===== src/rtl/mips_pkg.sv =====
// mips_pkg
//    Shared encodings for the five-stage MIPS hazard logic: opcode and
//    funct values of the decoded instruction subset, the bgezal rt code,
//    forwarding select encodings and the shadow-stage record that tracks
//    each in-flight instruction's destination, remaining Tnew and MDU use.
package mips_pkg;

   // Primary opcodes
   localparam logic [5:0] OP_RTYPE  = 6'b000000;
   localparam logic [5:0] OP_REGIMM = 6'b000001;
   localparam logic [5:0] OP_J      = 6'b000010;
   localparam logic [5:0] OP_JAL    = 6'b000011;
   localparam logic [5:0] OP_BEQ    = 6'b000100;
   localparam logic [5:0] OP_ORI    = 6'b001101;
   localparam logic [5:0] OP_LUI    = 6'b001111;
   localparam logic [5:0] OP_LW     = 6'b100011;
   localparam logic [5:0] OP_SW     = 6'b101011;

   // R-type funct codes
   localparam logic [5:0] FN_JR     = 6'b001000;
   localparam logic [5:0] FN_MFHI   = 6'b010000;
   localparam logic [5:0] FN_MTHI   = 6'b010001;
   localparam logic [5:0] FN_MFLO   = 6'b010010;
   localparam logic [5:0] FN_MTLO   = 6'b010011;
   localparam logic [5:0] FN_MULT   = 6'b011000;
   localparam logic [5:0] FN_DIV    = 6'b011010;
   localparam logic [5:0] FN_ADD    = 6'b100000;
   localparam logic [5:0] FN_SUB    = 6'b100010;

   // REGIMM rt field selecting bgezal
   localparam logic [4:0] RT_BGEZAL = 5'b10001;

   // Link register written by jal/bgezal
   localparam logic [4:0] REG_RA    = 5'd31;

   // Operand source selects
   typedef enum logic [1:0] {
      FWD_RF = 2'd0,   // register file / pipeline register
      FWD_E  = 2'd1,
      FWD_M  = 2'd2,
      FWD_W  = 2'd3
   } fwd_sel_e;

   // Shadow pipeline stage record
   typedef struct packed {
      logic [4:0] dst;
      logic [1:0] tnew;
      logic       is_md;
   } stage_t;

   localparam stage_t STAGE_BUBBLE = '0;

   // Tnew one stage later, saturating at zero
   function automatic logic [1:0] tnew_step(input logic [1:0] tnew);
      return (tnew == 2'd0) ? 2'd0 : tnew - 2'd1;
   endfunction

endpackage


===== src/rtl/mdu_busy_counter.sv =====
// mdu_busy_counter
//    Loadable down-counter modelling the multiply/divide unit busy window.
//    A load takes priority; otherwise the count decrements until zero.
// Ports:
//    clk_i        core clock
//    rst_ni       asynchronous active-low reset, clears the count
//    load_i       load load_val_i at the next rising edge
//    load_val_i   initial busy length
//    busy_o       count is non-zero
module mdu_busy_counter #(
   parameter int CNT_W = 4
) (
   input  logic             clk_i,
   input  logic             rst_ni,
   input  logic             load_i,
   input  logic [CNT_W-1:0] load_val_i,
   output logic             busy_o
);

   logic [CNT_W-1:0] cnt_q;
   logic [CNT_W-1:0] cnt_d;

   always_comb begin
      cnt_d = cnt_q;
      if (load_i) begin
         cnt_d = load_val_i;
      end else if (cnt_q != '0) begin
         cnt_d = cnt_q - 1'b1;
      end
   end

   always_ff @(posedge clk_i or negedge rst_ni) begin
      if (!rst_ni) begin
         cnt_q <= '0;
      end else begin
         cnt_q <= cnt_d;
      end
   end

   assign busy_o = (cnt_q != '0);

endmodule


===== src/rtl/hazard_unit.sv =====
// hazard_unit
//    Stall and forwarding controller for the five-stage MIPS pipeline.
//    Decodes the instruction in D into per-operand Tuse and destination
//    Tnew, keeps a shadow E/M/W pipeline of destinations, and compares the
//    two to produce the stall and operand-forwarding selects. Also tracks
//    the multiply/divide unit busy window.
// Ports:
//    clk_i                  core clock
//    rst_ni                 asynchronous active-low reset
//    instr_d_i              instruction in D
//    stall_o                freeze PC and F/D, bubble into E
//    fwd_rs_d_o/fwd_rt_d_o  D operand source (0 RF, 1 E, 2 M, 3 W)
//    fwd_rs_e_o/fwd_rt_e_o  E operand source (0 pipe reg, 2 M, 3 W)
//    fwd_rt_m_o             M store data source (0 pipe reg, 1 W)
//    mdu_start_e_o          mult/div is in E this cycle
//    mdu_busy_o             MDU busy window active
module hazard_unit
   import mips_pkg::*;
#(
   parameter int MULT_CYCLES = 5,
   parameter int DIV_CYCLES  = 10,
   parameter int CNT_W       = 4
) (
   input  logic        clk_i,
   input  logic        rst_ni,
   input  logic [31:0] instr_d_i,
   output logic        stall_o,
   output logic [1:0]  fwd_rs_d_o,
   output logic [1:0]  fwd_rt_d_o,
   output logic [1:0]  fwd_rs_e_o,
   output logic [1:0]  fwd_rt_e_o,
   output logic        fwd_rt_m_o,
   output logic        mdu_start_e_o,
   output logic        mdu_busy_o
);

   localparam logic [CNT_W-1:0] MULT_LOAD = CNT_W'(MULT_CYCLES);
   localparam logic [CNT_W-1:0] DIV_LOAD  = CNT_W'(DIV_CYCLES);

   // ---------------------------------------------------------------
   // Decode of the instruction in D
   // ---------------------------------------------------------------
   logic [5:0] op;
   logic [5:0] funct;
   logic [4:0] rs;
   logic [4:0] rt;
   logic [4:0] rd;

   assign op    = instr_d_i[31:26];
   assign rs    = instr_d_i[25:21];
   assign rt    = instr_d_i[20:16];
   assign rd    = instr_d_i[15:11];
   assign funct = instr_d_i[5:0];

   // Shamt and the low immediate bits never affect hazards.
   logic unused_instr_bits;
   assign unused_instr_bits = ^instr_d_i[10:6];

   logic       use_rs;
   logic       use_rt;
   logic [1:0] tuse_rs;
   logic [1:0] tuse_rt;
   logic [4:0] dec_dst;
   logic [1:0] dec_tnew;
   logic       dec_md;      // mult/div: starts the MDU
   logic       dec_div;
   logic       dec_mdu_op;  // any instruction that needs the MDU idle

   always_comb begin
      use_rs     = 1'b0;
      use_rt     = 1'b0;
      tuse_rs    = 2'd0;
      tuse_rt    = 2'd0;
      dec_dst    = 5'd0;
      dec_tnew   = 2'd0;
      dec_md     = 1'b0;
      dec_div    = 1'b0;
      dec_mdu_op = 1'b0;
      case (op)
         OP_RTYPE: begin
            case (funct)
               FN_ADD, FN_SUB: begin
                  use_rs   = 1'b1;
                  use_rt   = 1'b1;
                  tuse_rs  = 2'd1;
                  tuse_rt  = 2'd1;
                  dec_dst  = rd;
                  dec_tnew = 2'd1;
               end
               FN_JR: begin
                  use_rs  = 1'b1;
                  tuse_rs = 2'd0;
               end
               FN_MULT, FN_DIV: begin
                  use_rs     = 1'b1;
                  use_rt     = 1'b1;
                  tuse_rs    = 2'd1;
                  tuse_rt    = 2'd1;
                  dec_md     = 1'b1;
                  dec_div    = (funct == FN_DIV);
                  dec_mdu_op = 1'b1;
               end
               FN_MFHI, FN_MFLO: begin
                  dec_dst    = rd;
                  dec_tnew   = 2'd1;
                  dec_mdu_op = 1'b1;
               end
               FN_MTHI, FN_MTLO: begin
                  use_rs     = 1'b1;
                  tuse_rs    = 2'd1;
                  dec_mdu_op = 1'b1;
               end
               default: ;
            endcase
         end
         OP_REGIMM: begin
            if (rt == RT_BGEZAL) begin
               use_rs   = 1'b1;
               tuse_rs  = 2'd0;
               dec_dst  = REG_RA;
               dec_tnew = 2'd0;
            end
         end
         OP_JAL: begin
            dec_dst  = REG_RA;
            dec_tnew = 2'd0;
         end
         OP_BEQ: begin
            use_rs  = 1'b1;
            use_rt  = 1'b1;
            tuse_rs = 2'd0;
            tuse_rt = 2'd0;
         end
         OP_ORI: begin
            use_rs   = 1'b1;
            tuse_rs  = 2'd1;
            dec_dst  = rt;
            dec_tnew = 2'd1;
         end
         OP_LUI: begin
            dec_dst  = rt;
            dec_tnew = 2'd1;
         end
         OP_LW: begin
            use_rs   = 1'b1;
            tuse_rs  = 2'd1;
            dec_dst  = rt;
            dec_tnew = 2'd2;
         end
         OP_SW: begin
            use_rs  = 1'b1;
            use_rt  = 1'b1;
            tuse_rs = 2'd1;
            tuse_rt = 2'd2;
         end
         default: ;  // OP_J and unknown encodings: no uses, no destination
      endcase
   end

   // Sources are masked to $0 when unused so that no comparator, in any
   // stage, can hit on a field that is not really a register operand.
   logic [4:0] src_d [2];
   logic [1:0] tuse_d [2];

   assign src_d[0]  = use_rs ? rs : 5'd0;
   assign src_d[1]  = use_rt ? rt : 5'd0;
   assign tuse_d[0] = tuse_rs;
   assign tuse_d[1] = tuse_rt;

   // ---------------------------------------------------------------
   // Shadow pipeline
   // ---------------------------------------------------------------
   stage_t     e_q, e_d;
   stage_t     m_q, m_d;
   stage_t     w_q, w_d;
   logic       div_e_q, div_e_d;
   logic [4:0] rs_e_q, rs_e_d;
   logic [4:0] rt_e_q, rt_e_d;
   logic [4:0] rt_m_q, rt_m_d;

   logic stall;

   always_comb begin
      e_d     = STAGE_BUBBLE;
      div_e_d = 1'b0;
      rs_e_d  = 5'd0;
      rt_e_d  = 5'd0;
      if (!stall) begin
         e_d.dst   = dec_dst;
         e_d.tnew  = dec_tnew;
         e_d.is_md = dec_md;
         div_e_d   = dec_div;
         rs_e_d    = src_d[0];
         rt_e_d    = src_d[1];
      end
      m_d      = e_q;
      m_d.tnew = tnew_step(e_q.tnew);
      rt_m_d   = rt_e_q;
      w_d      = m_q;
      w_d.tnew = 2'd0;
   end

   always_ff @(posedge clk_i or negedge rst_ni) begin
      if (!rst_ni) begin
         e_q     <= STAGE_BUBBLE;
         m_q     <= STAGE_BUBBLE;
         w_q     <= STAGE_BUBBLE;
         div_e_q <= 1'b0;
         rs_e_q  <= 5'd0;
         rt_e_q  <= 5'd0;
         rt_m_q  <= 5'd0;
      end else begin
         e_q     <= e_d;
         m_q     <= m_d;
         w_q     <= w_d;
         div_e_q <= div_e_d;
         rs_e_q  <= rs_e_d;
         rt_e_q  <= rt_e_d;
         rt_m_q  <= rt_m_d;
      end
   end

   // ---------------------------------------------------------------
   // MDU busy window
   // ---------------------------------------------------------------
   logic mdu_busy;

   assign mdu_start_e_o = e_q.is_md;

   mdu_busy_counter #(
      .CNT_W (CNT_W)
   ) u_mdu_busy_counter (
      .clk_i      (clk_i),
      .rst_ni     (rst_ni),
      .load_i     (e_q.is_md),
      .load_val_i (div_e_q ? DIV_LOAD : MULT_LOAD),
      .busy_o     (mdu_busy)
   );

   assign mdu_busy_o = mdu_busy;

   // ---------------------------------------------------------------
   // Per-operand hazard detection and forwarding (0 = rs, 1 = rt)
   // ---------------------------------------------------------------
   logic [1:0] reg_hazard;
   logic [1:0] fwd_d [2];
   logic [1:0] fwd_e [2];
   logic [4:0] src_e [2];

   assign src_e[0] = rs_e_q;
   assign src_e[1] = rt_e_q;

   for (genvar gi = 0; gi < 2; gi++) begin : g_operand
      // A producer still needing more cycles than the consumer can wait.
      assign reg_hazard[gi] = (src_d[gi] != 5'd0) &&
         (((e_q.dst == src_d[gi]) && (e_q.tnew > tuse_d[gi])) ||
          ((m_q.dst == src_d[gi]) && (m_q.tnew > tuse_d[gi])));

      always_comb begin
         fwd_d[gi] = FWD_RF;
         if (src_d[gi] != 5'd0) begin
            if ((e_q.dst == src_d[gi]) && (e_q.tnew == 2'd0)) begin
               fwd_d[gi] = FWD_E;
            end else if ((m_q.dst == src_d[gi]) && (m_q.tnew == 2'd0)) begin
               fwd_d[gi] = FWD_M;
            end else if (w_q.dst == src_d[gi]) begin
               fwd_d[gi] = FWD_W;
            end
         end
      end

      always_comb begin
         fwd_e[gi] = FWD_RF;
         if (src_e[gi] != 5'd0) begin
            if ((m_q.dst == src_e[gi]) && (m_q.tnew == 2'd0)) begin
               fwd_e[gi] = FWD_M;
            end else if (w_q.dst == src_e[gi]) begin
               fwd_e[gi] = FWD_W;
            end
         end
      end
   end

   assign fwd_rs_d_o = fwd_d[0];
   assign fwd_rt_d_o = fwd_d[1];
   assign fwd_rs_e_o = fwd_e[0];
   assign fwd_rt_e_o = fwd_e[1];
   assign fwd_rt_m_o = (rt_m_q != 5'd0) && (w_q.dst == rt_m_q);

   // An MDU access must wait while an operation is in E or still running.
   assign stall   = (|reg_hazard) || (dec_mdu_op && (mdu_busy || e_q.is_md));
   assign stall_o = stall;

endmodule


===== config.mk =====
export PLATFORM = sky130hd
export DESIGN_NAME = hazard_unit
export DESIGN_NICKNAME = d
export VERILOG_FILES = /design/src/rtl/mips_pkg.sv /design/src/rtl/mdu_busy_counter.sv /design/src/rtl/hazard_unit.sv
export SDC_FILE = /design/constraint.sdc
export NUM_CORES = 1
export LEC_CHECK = 0
export ABC_AREA = 1
export CORE_ASPECT_RATIO = 0.8
export CORE_MARGIN = 2
export CORE_UTILIZATION = 45
export CTS_CLUSTER_DIAMETER = 50
export DETAILED_ROUTE_END_ITERATION = 8
export GPL_ROUTABILITY_DRIVEN = 0
export HOLD_SLACK_MARGIN = 0.05
export PLACE_DENSITY = 0.69
export SKIP_CTS_REPAIR_TIMING = 1
export SLEW_MARGIN = 30
export SYNTH_ARGS = -nofsm -noshare
export SYNTH_HDL_FRONTEND = slang
export SYNTH_SLANG_ARGS = --single-unit

===== constraint.sdc =====
create_clock -name clk_i -period 3.05 [get_ports clk_i]
set_clock_uncertainty 0.15 [all_clocks]
set_input_delay 0.4575 -clock clk_i [delete_from_list [all_inputs] [get_ports clk_i]]
set_output_delay 0.4575 -clock clk_i [all_outputs]
set_load 0.02 [all_outputs]

==> summary.md <==
Clock transition at the registers of the reported paths: 70 ps. The worst setup slack before clock tree synthesis is -653 ps, and the number of buffers inserted during clock tree synthesis is 5. The worst path meets setup with 80.3 ps of slack. The longest clock path from root to sink contains 2 buffers. The run gives 0 as the number of antenna diodes.

The startpoint identified for the worst hold timing path is e_q[7]. Count of port buffers added during placement: 40. Summing the areas of all fa, ha and maj instances in the mapped netlist gives 3.47% of the synthesized area.

For this design the ratio of total power to cell area is 346 nW/um^2. The netlist uses 42 different library cells. The placement row count was 26.

The share of async-settable or async-resettable flops after synthesis was 100%. In the synthesized netlist, the number of instances is 393. The number of hold violations in the final report is 0, and the count of H-tree levels built during CTS is 2. The tools report the number of global-route vias before repair as 2550. The initial cell density of the core was 45.9%; the number of warnings reported in the yosys synthesis log was 0.

Summed over all cells, the static leakage comes to 2.14 nW. Each instance of the synthesized netlist takes up on average 7.34 sq um. Summing the areas of all compound-gate instances in the mapped netlist gives 10.9% of the synthesized area. The tools report the worst ir drop on vdd as 0.188 mV.

CTS saw 40 sinks. The max-slew headroom at the worst pin is 63.8%, and the overall fraction of global-route tracks in use is 22.2%. The number of antenna violations at the first check in global routing was 0; the slack of the worst reg-to-reg path was 1030 ps. The count of boundary I/O pins is 46. The tools report the wire length after detailed routing as 8.04 mm.

The end of the worst hold path is m_q[7]. Yosys mapped a number of flops with a built-in enable equal to 0. After synthesis the cells add up to 2880 sq um. The worst hold path was traced through 0 stages.

At the pin with the least slew margin, the transition time is 543 ps. Clock latency on the worst-skew pair, taken at its later pin, is 290 ps. In this run the worst setup path begins at instr_d_i[26]. Measured along the y axis, the die boundary spans 75.6 microns. The endpoint class of the critical path was an output port. The multiplexer share of the synthesized area came out at 0%. The detailed router placed 2940 vias in this run. The tree is rooted in a sky130_fd_sc_hd__clkbuf_8.

The routing usage on met1 is 31.8%, and the area of the placeable core is 6280 sq um. Max-cap violations in this run came to 0. Global routing consumed, on the met3 layer, 3.96% of the routing resources. The share of cells above drive strength 1 is 25.9%. The first detailed-routing pass ran for 5 iterations.

The startpoint kind of the worst setup timing path is an input port. At the worst endpoint, the required time is 2440 ps. The total nets after synthesis came out at 435. Total congestion overflow after global routing: 0. The number of cell instances on the worst register-to-register path came out at 9.

The most common cell after layout, fill and taps aside is sky130_fd_sc_hd__nand2_1. From synthesis to final layout, the design area changed by 36.6%. Number of nets in the layout: 515. The data arrival time of the critical path was 2360 ps; the register bit count reported by yosys was 40. The smallest clock period supported by the final layout is computed as 2970 ps. The detailed-route wire length per cell came out at 14.4 microns.

The run gives 12.2 mm as the wire length of the first global-routing pass. In this run the worst hold path is classified as reg -> reg. The critical path in this run is classified as in -> out.

The simple-gate share of the synthesized area was 36.0%. TritonCTS built the clock tree. From left edge to right edge, the die measures 93.5 microns. The dominant combinational cell family by area after synthesis is simple AND/OR/NAND/NOR gates. The maximum fanout along the worst path came out at 7.

The flow ran to the end, and the final reports show no timing, DRC or antenna violations. Based on the critical path, the design can be clocked at up to 337 MHz. The xor and xnor area share after synthesis came out at 6.08%. In this run the critical register-to-register path is launched from e_q[2]. For the total die area, the log shows 7070 sq um. In the routed design, unresolved DRC markers number 0.

The total setup violations reported at the end of the flow is 0, and the final period utilization is 97.4%. Sequential elements use 34.7% of the synthesized area. The logs give 3940 sq um for the post-route cell area and 5.87 mm for the placed wire-length estimate. Entering global routing, the biggest net connects 41 pins. The number of violations reported at the end of detailed-routing iteration 0 is 330, and the mean number of vias per cell is 5.27.

The count of nets left with antenna violations once routing finished came out at 0. The logs give 3590 sq um for the standard cell area after detailed placement and 0 for the max-slew violation total from the final report. The most used flip-flop cell after synthesis is sky130_fd_sc_hd__dfrtp_1. In the layout the commonest cells are 82 x sky130_fd_sc_hd__nand2_1, 49 x sky130_fd_sc_hd__inv_1, 42 x sky130_fd_sc_hd__buf_4.

Capturing point of the worst reg2reg path: e_q[2]. For the met2 track demand over resource in global routing, the log shows 36.0%. In this run the most used layer during global routing was met2.
-- worst max-delay path, stage by stage --
cell	delay [ps]
sky130_fd_sc_hd__clkbuf_2	120
sky130_fd_sc_hd__buf_6	130
sky130_fd_sc_hd__nand2_1	70
sky130_fd_sc_hd__inv_1	50
sky130_fd_sc_hd__nand3_2	70
sky130_fd_sc_hd__nand2_1	60
sky130_fd_sc_hd__inv_2	60
sky130_fd_sc_hd__nand2_2	60
sky130_fd_sc_hd__nor2_4	210
sky130_fd_sc_hd__nand2_8	150
sky130_fd_sc_hd__nand2_4	130
sky130_fd_sc_hd__nand2_1	60
sky130_fd_sc_hd__nand2_1	50
sky130_fd_sc_hd__nand2_1	70
sky130_fd_sc_hd__nor2_2	170
sky130_fd_sc_hd__nand3_1	80
sky130_fd_sc_hd__nand2_1	80
sky130_fd_sc_hd__nand2_1	60
sky130_fd_sc_hd__nand2_2	80
sky130_fd_sc_hd__buf_4	140
-- power by group --
part,switching [mW],leakage (nW),internal (mW)
Sequential,0.0347,0.544,0.568
Combinational,0.218,1.55,0.175
Clock,0.186,0.0510,0.181
Total,0.439,2.14,0.923
-- worst max-delay path by stage --
stage / endpoint / slack [ps] / cells past startpoint
floorplan: fwd_rt_d_o[0] / 420 / 11
global placement: fwd_rt_d_o[0] / -640 / 13
detailed placement: fwd_rt_d_o[0] / -650 / 13
CTS: fwd_rt_d_o[0] / -660 / 13
global route: fwd_rs_d_o[0] / -9 / 15
finish: stall_o / 80 / 20
-- cell type report --
type / count / area (sq um)
Fill cell: 558 / 2340
Multi-Input combinational cell: 294 / 1790
Sequential cell: 40 / 1000
Timing Repair Buffer: 80 / 744
Inverter: 52 / 198
Tap cell: 84 / 105
Clock buffer: 6 / 82.6
Clock inverter: 2 / 10.0
-- registers in the layout, summed over array words and instances, names as in the netlist --
register and cells:
u_mdu_busy_counter.cnt_q 4, rt_m_q 5, w_q 5, mdu_start_e_o 1, m_q 7, rs_e_q 5, rt_e_q 5, div_e_q 1
e_q 7
-- stage by stage --
stage	TNS [ps]	hold WS (ps)	total power [mW]	instances	utilization [%]
after floorplan	0	11.9	0.833	393	-
after global placement	-4540	255	0.975	544	57.2
after detailed placement	-4460	260	0.985	544	57.2
after CTS	-3230	185	1.35	552	58.6
after global routing	-14.0	298	1.44	558	62.7
final	0	277	1.36	558	62.7
-- layer usage --
| layer | up-vias | share of wire, % |
|---|---|---|
| met5 | - | 0 |
| met4 | 0 | 1.1 |
| met3 | 14 | 8.4 |
| met2 | 116 | 47 |
| met1 | 1371 | 44 |
| li1 | 1439 | - |
-- Yosys cell counts (7+ instances only) --
master                    instances  share of area (%)
sky130_fd_sc_hd__nand2_1         89                 12
sky130_fd_sc_hd__inv_1           49                6.4
sky130_fd_sc_hd__dfrtp_1         40                 35
sky130_fd_sc_hd__nand3_1         36                6.2
sky130_fd_sc_hd__nor2_1          33                4.3
sky130_fd_sc_hd__nor2_2          24                5.2
sky130_fd_sc_hd__a21oi_1         16                2.8
sky130_fd_sc_hd__xor2_1          16                4.9
sky130_fd_sc_hd__o21ai_0         11                1.9
sky130_fd_sc_hd__ha_1             8                3.5
sky130_fd_sc_hd__nand2_2          8                1.7
sky130_fd_sc_hd__nand4_1          7                1.5
-- cell families (layout without fill, tap and decap cells) --
logic type | count (synthesis) | in the layout
XOR/XNOR | 20 | 20
buffers and inverters | 60 | 140
adder cells (fa/ha/maj) | 8 | 8
AND/OR/NAND/NOR | 215 | 216
flip-flops | 40 | 40
AO/OA/AOI/OAI | 50 | 50
(Power assumes the default switching activity.)
